File: src/rtl/operand_stack_pkg.sv
// operand_stack_pkg
// Shared definitions for the operand stack and the CPU control FSM that
// drives it: default geometry and the stack operation encodings, which are
// formed as {push, pop}.
package operand_stack_pkg;

    localparam int STACK_DATA_W = 8;
    localparam int STACK_DEPTH  = 16;

    typedef enum logic [1:0] {
        OP_NONE    = 2'b00,
        OP_POP     = 2'b01,
        OP_PUSH    = 2'b10,
        OP_REPLACE = 2'b11
    } stack_op_e;

    function automatic stack_op_e decode_op(input logic push, input logic pop);
        return stack_op_e'({push, pop});
    endfunction

endpackage

File: src/rtl/operand_stack_strobe_edge_detect.sv
// strobe_edge_detect
// Rising-edge detector for a request strobe sampled in the clk domain.
// The history register presets to 1, so a strobe that is already high when
// reset releases does not fire until it drops and rises again.
// Ports:
//   clk_i     system clock
//   reset_i   synchronous, active-high reset
//   strobe_i  request strobe (level)
//   rise_o    one-cycle pulse on the strobe's rising edge
module strobe_edge_detect (
    input  logic clk_i,
    input  logic reset_i,
    input  logic strobe_i,
    output logic rise_o
);

    logic strb_q;

    always_ff @(posedge clk_i) begin
        if (reset_i) begin
            strb_q <= 1'b1;
        end else begin
            strb_q <= strobe_i;
        end
    end

    assign rise_o = strobe_i & ~strb_q;

endmodule

File: src/rtl/operand_stack.sv
// operand_stack
// LIFO operand stack for the stack-machine datapath. One operation fires per
// rising edge of stack_clk; {push,pop} selects PUSH, POP, REPLACE or no-op.
// The top of stack is held in a dedicated register so the read path is
// never longer than one cycle.
// Ports:
//   clk              system clock
//   reset            synchronous, active-high reset
//   stack_clk        operation strobe (level, edge-detected here)
//   push, pop        operation qualifiers, sampled in the trigger cycle
//   data_to_push     value written on PUSH/REPLACE
//   clear_err        clears sticky overflow/underflow
//   data_from_stack  registered top of stack, 0 when empty
//   sp               entry count 0..DEPTH
//   empty, full      decoded from sp
//   overflow         sticky: push attempted while full
//   underflow        sticky: pop attempted while empty
module operand_stack
    import operand_stack_pkg::*;
#(
    parameter int DATA_W = STACK_DATA_W,
    parameter int DEPTH  = STACK_DEPTH,
    parameter int PTR_W  = $clog2(DEPTH)
) (
    input  logic              clk,
    input  logic              reset,
    input  logic              stack_clk,
    input  logic              push,
    input  logic              pop,
    input  logic [DATA_W-1:0] data_to_push,
    input  logic              clear_err,
    output logic [DATA_W-1:0] data_from_stack,
    output logic [PTR_W:0]    sp,
    output logic              empty,
    output logic              full,
    output logic              overflow,
    output logic              underflow
);

    localparam int SP_W = PTR_W + 1;

    logic [DATA_W-1:0] mem [DEPTH];

    logic [SP_W-1:0]   sp_q, sp_d;
    logic [DATA_W-1:0] tos_q, tos_d;
    logic              ovf_q, ovf_d;
    logic              unf_q, unf_d;
    logic              we;
    logic [PTR_W-1:0]  waddr;
    logic [PTR_W-1:0]  sp_lo;
    logic              trig;
    logic              is_empty, is_full;
    stack_op_e         op;

    strobe_edge_detect u_strb (
        .clk_i    (clk),
        .reset_i  (reset),
        .strobe_i (stack_clk),
        .rise_o   (trig)
    );

    assign op       = decode_op(push, pop);
    assign sp_lo    = sp_q[PTR_W-1:0];
    assign is_empty = (sp_q == '0);
    assign is_full  = (sp_q == SP_W'(DEPTH));

    always_comb begin
        sp_d  = sp_q;
        tos_d = tos_q;
        // A flag set by this cycle's trigger overrides clear_err below.
        ovf_d = ovf_q & ~clear_err;
        unf_d = unf_q & ~clear_err;
        we    = 1'b0;
        waddr = sp_lo;
        if (trig) begin
            unique case (op)
                OP_PUSH: begin
                    if (is_full) begin
                        ovf_d = 1'b1;
                    end else begin
                        we    = 1'b1;
                        waddr = sp_lo;
                        sp_d  = sp_q + SP_W'(1);
                        tos_d = data_to_push;
                    end
                end
                OP_POP: begin
                    if (is_empty) begin
                        unf_d = 1'b1;
                    end else if (sp_q == SP_W'(1)) begin
                        sp_d  = '0;
                        tos_d = '0;
                    end else begin
                        // New top is the entry below the current top.
                        sp_d  = sp_q - SP_W'(1);
                        tos_d = mem[sp_lo - PTR_W'(2)];
                    end
                end
                OP_REPLACE: begin
                    we    = 1'b1;
                    tos_d = data_to_push;
                    if (is_empty) begin
                        waddr = sp_lo;
                        sp_d  = sp_q + SP_W'(1);
                    end else begin
                        waddr = sp_lo - PTR_W'(1);
                    end
                end
                default: begin
                end
            endcase
        end
    end

    always_ff @(posedge clk) begin
        if (reset) begin
            sp_q  <= '0;
            tos_q <= '0;
            ovf_q <= 1'b0;
            unf_q <= 1'b0;
        end else begin
            sp_q  <= sp_d;
            tos_q <= tos_d;
            ovf_q <= ovf_d;
            unf_q <= unf_d;
        end
    end

    // Storage has no reset; a write is suppressed when reset discards the op.
    always_ff @(posedge clk) begin
        if (we && !reset) begin
            mem[waddr] <= data_to_push;
        end
    end

    assign data_from_stack = tos_q;
    assign sp              = sp_q;
    assign empty           = is_empty;
    assign full            = is_full;
    assign overflow        = ovf_q;
    assign underflow       = unf_q;

endmodule

File: config.mk
export PLATFORM = sky130hd
export DESIGN_NAME = operand_stack
export DESIGN_NICKNAME = d
export VERILOG_FILES = /design/src/rtl/operand_stack_pkg.sv /design/src/rtl/operand_stack_strobe_edge_detect.sv /design/src/rtl/operand_stack.sv
export SDC_FILE = /design/constraint.sdc
export NUM_CORES = 1
export LEC_CHECK = 0
export CORE_MARGIN = 2
export CORE_UTILIZATION = 48
export CTS_BUF_LIST = sky130_fd_sc_hd__clkbuf_2
export DETAILED_ROUTE_END_ITERATION = 7
export HOLD_SLACK_MARGIN = 0.08
export PLACE_DENSITY_LB_ADDON = 0.05
export SETUP_SLACK_MARGIN = 0.4
export SYNTH_ARGS = -nofsm -noshare
export SYNTH_HDL_FRONTEND = slang
export SYNTH_SLANG_ARGS = --single-unit
export TNS_END_PERCENT = 30
File: constraint.sdc
create_clock -name clk -period 3.5 [get_ports clk]
set_input_delay 0.7 -clock clk [delete_from_list [all_inputs] [get_ports clk]]
set_output_delay 0.7 -clock clk [all_outputs]
set_load 0.01 [all_outputs]
==> flow_summary.ini <==
[global_routing]
grt_max_degree = 48
grt_pass1_vias = 3818
grt_pass1_wl_mm = 23.2
track_usage_pct = 23.0
grt-ovfl-total = 0
antenna_found_initial = 0

[timing]
relSlewSlack_pct = 42.7
worst_slack_ns = 0.384
post-route-min-period_ns = 3.12
rsz0062_at_grt = true
tightest_slew_ns = 0.853
hold_viol = 0
finalCritPeriodShare_pct = 89.0
clock.fmax_mhz = 321
setup_tns_ns = 0
setup_viol = 0
slew_viol_final = 0
skew_ns = 0.0227
holdWs_ns = 0.520

[finish]
seqCellArea_um2 = 4170
utilization_pct = 57.4
fill_cells = 1051
area_delta_synth_final_pct = 16.7
fin_area_um2 = 7250
multiInputGateArea_um2 = 1950
nNetsFinal = 505
fin_cells = 669
antennaDiodeCount = 0
drive_gt1_share_pct = 19.3

[logic_synthesis]
synth_nets = 438
yosys_most_used_dff = edfxtp_1
yosysMostFrequentCell = edfxtp_1
synth.distinct_cells = 51
syn_avg_cell_area_um2 = 14.9
ys.warnings.count = 0
synth.area.top_cells = edfxtp_1, mux2i_1, dfxtp_1, a22oi_1, nor3_1
synth_area_um2 = 6210
synth_cells = 417
yosysTopAreaCellShare_pct = 61.9
synth_top_area_cell = edfxtp_1
synth_seq_cells = 144
synth_edf_count = 128
ys_async_sr_fraction_pct = 0
yosysSeqAreaShare_pct = 67.1
synth_commonest_cells = edfxtp_1, mux2i_1, a22oi_1

[critical_path]
cp.arrival_ns = 2.42
setup.worst_path.class = reg2out
start_kind = flop
crit_required_ns = 2.80
cp_max_fo = 47
endpoint_kind = primary output

[floorplan]
initial_core_util_pct = 49.2
rows = 41
die_area_um2 = 13900
die_w_um = 118
fp.dieH_um = 118
ios = 31
coreArea_um2 = 12600

[power_and_ir_drop]
p_total_mw = 3.11
irDropWorstVdd_mv = 0.320
p_per_area_nw_per_um2 = 429
total_leakage_power_nw = 2.25

[placement]
placed_area_um2 = 6980
pre_cts_ws_ns = -0.0118
io_buffers = 30
place_congestion = 0.875
dpl.cell_count = 635
post-dp-hpwl_mm = 10.5

[clock_network]
cts_hold_buf = 0
clk_latency_ns = 0.71
root_buffer = clkbuf_2
htreeDepth = 4
clk_pin_slew_ns = 0.20
cts-buffers-inserted = 17
clk_path_buf_depth = 2
cts_tree = done
clock_sinks = 144

[detailed_routing]
first_pass_iters = 4
wl_per_cell_um = 22.9
wl_mm = 15.3
drtIter0Drc = 349
vias = 3912
vias_per_cell = 5.85
route.detailed.drc = 0
drtAntennaViolNets = 0

[run]
cap_violations = 0

[run_status]
status = complete, no violations

[worst_hold_path]
hold_path.class = reg2reg
-- flip-flops by register name, summed over array words and instances, names as in the netlist --
signal and count:
overflow 1, data_from_stack 8, u_strb.strb_q 1, mem 128
sp 5, underflow 1
-- per-layer routing --
metal / wire, µm / vias up / GRT usage [%] / share of wire [%]
met3: 708 / 34 / 4.36 / 4.6
met2: 7120 / 125 / 34.6 / 47
met1: 6970 / 1937 / 32.5 / 46
li1: - / 1816 / - / -
met5: 0 / - / 0 / 0
met4: 515 / 0 / 10.3 / 3.4
-- cell families after synthesis --
logic type | count (synthesis) | synth area share, %
XOR/XNOR | 6 | 0.846
AO/OA/AOI/OAI | 83 | 10.3
AND/OR/NAND/NOR | 73 | 6.81
adder cells (fa/ha/maj) | 7 | 1.41
buffers and inverters | 37 | 2.72
flip-flops | 144 | 67.1
multiplexers | 67 | 10.8
-- power breakdown --
group	switching, mW	internal, mW	leakage, nW
Clock	0.579	0.388	0.148
Sequential	0.00584	1.88	1.28
Combinational	0.157	0.102	0.821
Total	0.741	2.36	2.25
-- worst paths after layout --
path	startpoint	to	slack, ns	depth (start not counted)
hold / removal	underflow$_SDFF_PP0_	underflow$_SDFF_PP0_	0.52	2
setup / recovery	sp[0]$_SDFFE_PP0P_	sp[0]	0.38	2
setup reg to reg	sp[0]$_SDFFE_PP0P_	mem[3][7]$_DFFE_PP_	0.61	8
hold reg to reg	underflow$_SDFF_PP0_	underflow$_SDFF_PP0_	0.52	2
-- area by class of cell --
| class | instances | area share [%] |
|---|---|---|
| clock buffers | 18 | 1.24 |
| multi-input cells | 236 | 26.9 |
| repair buffers | 76 | 8.82 |
| clock inverters | 14 | 2.02 |
| inverters | 9 | 0.484 |
| well taps | 172 | 2.97 |
| flip-flops and latches | 144 | 57.5 |
-- placed cells by master, fill, tap and decap left out, types with 6 or more instances in the layout --
cell	n
a311oi_1	9
inv_1	6
ha_1	6
clkdlybuf4s50_1	28
a32oi_1	11
dfxtp_1	15
nor2_1	6
nor3_2	8
edfxtp_1	128
buf_4	46
clkbuf_2	19
nand3_1	9
a22oi_1	34
clkinv_2	6
nor3_1	18
a21oi_1	6
mux2i_1	67
-- critical path, cell delays in order (launching register included) --
cell and delay, ns:
dfxtp_4 0.41, buf_4 0.60, clkdlybuf4s50_1 0.67
-- what timing repair did --
action	in CTS	in global routing
setup endpoints to repair	3	10
gates cloned	0	0
setup buffers	1	1
resized for setup	5	5
No activity file was read; power rests on OpenSTA's default activity.
